==> src/rtl/uart_tx_sched.sv <==
// Round-robin scheduler feeding one byte per frame from four requesters to a BaudTick-clocked UART transmitter.
// A FLUSH frame after reset lets the un-resettable transmitter drain before the first start request.
module uart_tx_sched #(
  parameter int NREQ        = 4,
  parameter int FRAME_TICKS = 12
) (
  input  logic              clk,
  input  logic              rst,
  input  logic              BaudTick,
  input  logic [NREQ-1:0]   req_valid,
  input  logic [8*NREQ-1:0] req_data,
  output logic [NREQ-1:0]   req_ready,
  output logic [7:0]        TxD_data,
  output logic              TxD_start,
  output logic [1:0]        grant_id,
  output logic              busy,
  output logic              frame_done
);

  typedef enum logic [2:0] {
    S_FLUSH,
    S_IDLE,
    S_LOAD,
    S_START,
    S_SEND
  } state_t;

  state_t      state_q, state_d;
  logic [3:0]  tcnt_q, tcnt_d;
  logic [1:0]  rr_ptr_q, rr_ptr_d;
  logic [7:0]  data_q, data_d;
  logic [1:0]  gid_q, gid_d;
  logic        fdone_q, fdone_d;

  logic [1:0]  win;
  logic [1:0]  idx;
  logic        found;
  logic        last_tick;

  // First valid requester at or above rr_ptr, wrapping.
  always_comb begin
    win   = rr_ptr_q;
    idx   = rr_ptr_q;
    found = 1'b0;
    for (int k = 0; k < NREQ; k++) begin
      idx = rr_ptr_q + 2'(k);
      if (!found && req_valid[idx]) begin
        win   = idx;
        found = 1'b1;
      end
    end
  end

  assign last_tick = (tcnt_q == 4'(FRAME_TICKS - 1));

  always_comb begin
    state_d  = state_q;
    tcnt_d   = tcnt_q;
    rr_ptr_d = rr_ptr_q;
    data_d   = data_q;
    gid_d    = gid_q;
    fdone_d  = 1'b0;
    case (state_q)
      S_FLUSH: begin
        if (BaudTick) begin
          if (last_tick) begin
            tcnt_d  = 4'd0;
            state_d = S_IDLE;
          end else begin
            tcnt_d = tcnt_q + 4'd1;
          end
        end
      end
      S_IDLE: begin
        if (|req_valid) begin
          state_d  = S_LOAD;
          data_d   = req_data[{win, 3'b000} +: 8];
          gid_d    = win;
          rr_ptr_d = win + 2'd1;
        end
      end
      S_LOAD: begin
        state_d = S_START;
      end
      S_START: begin
        // The strobe that accepts the start is the frame's first tick.
        if (BaudTick) begin
          tcnt_d  = 4'd1;
          state_d = S_SEND;
        end
      end
      S_SEND: begin
        if (BaudTick) begin
          if (last_tick) begin
            tcnt_d  = 4'd0;
            state_d = S_IDLE;
            fdone_d = 1'b1;
          end else begin
            tcnt_d = tcnt_q + 4'd1;
          end
        end
      end
      default: begin
        state_d = S_FLUSH;
        tcnt_d  = 4'd0;
      end
    endcase
  end

  always_ff @(posedge clk) begin
    if (rst) begin
      state_q  <= S_FLUSH;
      tcnt_q   <= 4'd0;
      rr_ptr_q <= 2'd0;
      data_q   <= 8'hFF;
      gid_q    <= 2'd0;
      fdone_q  <= 1'b0;
    end else begin
      state_q  <= state_d;
      tcnt_q   <= tcnt_d;
      rr_ptr_q <= rr_ptr_d;
      data_q   <= data_d;
      gid_q    <= gid_d;
      fdone_q  <= fdone_d;
    end
  end

  assign req_ready  = (state_q == S_LOAD) ? (NREQ'(1) << gid_q) : '0;
  assign TxD_data   = data_q;
  assign TxD_start  = (state_q == S_START);
  assign grant_id   = gid_q;
  assign busy       = (state_q != S_IDLE);
  assign frame_done = fdone_q;

endmodule
==> config.mk <==
export PLATFORM = sky130hd
export DESIGN_NAME = uart_tx_sched
export DESIGN_NICKNAME = d
export VERILOG_FILES = /design/src/rtl/uart_tx_sched.sv
export SDC_FILE = /design/constraint.sdc
export NUM_CORES = 1
export LEC_CHECK = 0
export ABC_CLOCK_PERIOD_IN_PS = 2200
export BUFFER_PORTS_ARGS = -buffer_cell sky130_fd_sc_hd__clkbuf_2
export CORE_ASPECT_RATIO = 1.2
export CORE_UTILIZATION = 30
export CTS_CLUSTER_SIZE = 25
export DETAILED_ROUTE_END_ITERATION = 7
export PLACE_DENSITY = 0.62
export SLEW_MARGIN = 20
export SYNTH_ARGS = -nofsm -noshare
export SYNTH_HDL_FRONTEND = slang
export SYNTH_SLANG_ARGS = --single-unit
==> constraint.sdc <==
create_clock -name clk -period 2.2 [get_ports clk]
set_clock_uncertainty 0.05 [all_clocks]
set_input_delay 0.22 -clock clk [delete_from_list [all_inputs] [get_ports clk]]
set_output_delay 0.22 -clock clk [all_outputs]
set_load 0.05 [all_outputs]
==> flow_summary.json <==
{
  "drt_iter0_drc": 20,
  "numClockSinks": 20,
  "first_global_vias": 1179,
  "synth_top_family_by_area": "compound AO/OA/AOI/OAI gates",
  "critPathMaxFanout": 10,
  "ctsResizeCount": 0,
  "multiInputGateArea_sq_um": 751,
  "placedCellCount": 249,
  "setup_viol": 0,
  "num_rows": 25,
  "postLayoutCellArea_sq_um": 1580,
  "final-seq-area_sq_um": 400,
  "viasPerCell": 4.95,
  "ios": 56,
  "peakVddDrop_uv": 313,
  "muxShareOfSynthArea_pct": 13.1,
  "cts.clk_slew.worst_paths_ns": 0.07,
  "ant_nets": 0,
  "die_y_um": 71.9,
  "start_kind": "register",
  "crit_arrival_ns": 1.58,
  "worstMarginPinSlew_ns": 0.546,
  "cp.depth": 4,
  "outcome": "finished clean",
  "r2r_end": "tcnt_q[3]",
  "grt_max_degree": 21,
  "area_delta_synth_final_pct": 29.6,
  "ctsRootBufferMaster": "clkbuf_8",
  "synth_xor_area_share_pct": 0.717,
  "crit_path_end": "req_ready[2]",
  "start_util_pct": 31.2,
  "synth_compound_gate_area_share_pct": 23.9,
  "reg2reg_from": "tcnt_q[0]",
  "netlist_area_sq_um": 1220,
  "drc": 0,
  "holdWs_ns": 0.211,
  "dp_hpwl_mm": 2.25,
  "rsz0062_at_grt": "false",
  "numCtsBuffers": 3,
  "crit_buf_inv": 1,
  "cp_cell_sequence": "nor2b_1 > nand2_1 > nor3_1 > clkbuf_2",
  "fmax_mhz": 541,
  "ys_types": 36,
  "antenna_found_initial": 0,
  "place.gp.congestion": 0.764,
  "final-hold-violation-count": 0,
  "nFillCells": 427,
  "slew_viol_final": 0,
  "power.leakage_nw": 0.676,
  "cts_tree": "yes",
  "finalCriticalPeriod_ns": 1.85,
  "grt.overflow.total": 0,
  "core_area_sq_um": 3910,
  "crit_family": "flip-flops",
  "tns_ns": 0,
  "postCtsHoldBufs": 0,
  "drv_cap": 0,
  "syn_inst": 146,
  "die_w_um": 60.2,
  "clock_latency_ns": 0.25,
  "critPathMaxStageDelay_ns": 0.55,
  "antenna_cells": 0,
  "clk_path_buf_depth": 2,
  "ys_seq_area_share_pct": 32.8,
  "crit_start": "state_q[1]",
  "post_cts_buffers": 0,
  "htreeDepth": 1,
  "holdCritPathClass": "primary input to register",
  "yosys.area_share.simple_pct": 21.9,
  "io_buffer_count": 55,
  "slew_headroom_pct": 63.6,
  "cellPowerDensity_nw_per_um2": 701,
  "synth.avg_cell_area_sq_um": 8.36,
  "fin_nets": 240,
  "ys_seq_elements": 20,
  "synthesis.nets": 186,
  "cp-end-kind": "output pin",
  "timing.final.crit_share_pct": 84.0,
  "instances_no_fill": 253,
  "grt_pass1_wl_mm": 4.91,
  "die_area_sq_um": 4330,
  "ys_warn_count": 0,
  "wire_per_inst_um": 11.3,
  "track_usage_pct": 14.4,
  "synthAdderAreaFrac_pct": 1.02,
  "drive_above_1_share_pct": 33.7,
  "drtPass1Iterations": 4,
  "worstSetupPathType": "register to output pin",
  "dpl_cell_area_sq_um": 1530,
  "critPathRequiredTime_ns": 1.93,
  "cp_slowest_cell": "dfxtp_1",
  "drt_wl_total_mm": 2.86,
  "vias": 1253,
  "rrSetupSlack_ns": 0.49,
  "worstRegToRegCells": 5
}
[layout by cell type, fill, tap and decap left out, drive strengths merged]
cell,Yosys,final
nor2b,5,5
a221oi,1,1
nor4,2,2
a21o,3,3
a21oi,22,22
or4,2,2
dfxtp,20,20
nand4b,1,1
o21ai,5,5
o31a,1,1
nand2,12,12
buf,6,3
nand2b,2,2
nor3,4,4
inv,3,3
and3b,1,1
and3,1,1
o221ai,9,9
nand3,4,4
a211oi,1,1
nor2,13,13
clkbuf,3,59
and2,3,3
or2,2,2
o21bai,1,1
xor2,1,1
mux2i,16,16
a221o,1,1
ha,1,1
[metal layers]
| metal | wire, um | GRT usage [%] |
|---|---|---|
| met1 | 1290 | 17.8 |
| met4 | 23 | 3.88 |
| met5 | 0 | 0 |
| met2 | 1360 | 24.7 |
| met3 | 179 | 3.39 |
[kinds of logic (layout without fill, tap and decap cells)]
logic type	count (synthesis)	count (layout)
flops	20	20
xor+xnor	1	1
compound gates	44	44
fa+ha+maj	1	1
mux	16	16
buf+inv	12	65
simple gates	52	52
[worst min path at each step]
stage	start	depth (start not counted)	slack, ns	to
after floorplan	BaudTick	2	0.34	frame_done
after global placement	TxD_data[3]	2	0.41	TxD_data[3]
after detailed placement	TxD_data[4]	2	0.42	TxD_data[4]
after CTS	req_data[15]	3	0.21	TxD_data[7]
after global routing	req_data[15]	3	0.21	TxD_data[7]
final	req_data[15]	3	0.21	TxD_data[7]
[tightest hold or removal path, delay by kind of cell]
| kind | cells | cell delay [ns] |
|---|---|---|
| multiplexers | 1 | 0.06 |
| AO/OA/AOI/OAI | 1 | 0.13 |
| buffers and inverters | 1 | 0.07 |
[synth_stat cells, drive strengths merged]
master	count	area, sq um
a21oi	22	110
nor2	13	56.3
nor4	2	12.5
o31a	1	8.76
nand3	4	20.0
or4	2	15.0
a221oi	1	15.0
dfxtp	20	400
inv	3	11.3
ha	1	12.5
o21bai	1	7.51
a211oi	1	7.51
and3b	1	8.76
a221o	1	10.0
nand2b	2	12.5
nand2	12	45.0
xor2	1	8.76
o21ai	5	25.0
and2	3	18.8
nor2b	5	31.3
and3	1	6.26
nand4b	1	8.76
o221ai	9	85.1
a21o	3	22.5
nor3	4	20.0
clkbuf	3	11.3
mux2i	16	160
buf	6	57.5
or2	2	12.5
[flip-flops by register name (all words and copies together) (netlist names)]
name and flops:
TxD_data 8, tcnt_q 4, state_q 3, grant_id 2, rr_ptr_q 2, frame_done 1
[final cells by class]
class	count	share of cell area [%]
Tap cell	54	4.27
Sequential cell	20	25.3
Timing Repair Buffer	58	18.8
Multi-Input combinational cell	114	47.4
Clock buffer	4	3.48
Inverter	3	0.711
[power by group]
part           switching [mW]  leakage, nW  internal (mW)  total [mW]
sequential             0.0406        0.162          0.400       0.440
combinational           0.245        0.485          0.150       0.395
clock                   0.116       0.0288          0.159       0.275
total                   0.402        0.676          0.708        1.11
[metrics by stage]
| step | util, % | worst slack (ns) | power [mW] |
|---|---|---|---|
| 4_1_cts | 40.5 | 0.352 | 1.13 |
| 5_1_grt | 40.5 | 0.198 | 1.19 |
| 3_3_place_gp | 39.1 | 0.487 | 0.844 |
| 3_5_place_dp | 39.1 | 0.454 | 0.848 |
| 6_report | 40.5 | 0.353 | 1.11 |
| 2_1_floorplan | - | 0.0895 | 0.754 |
(Power assumes the default switching activity.)
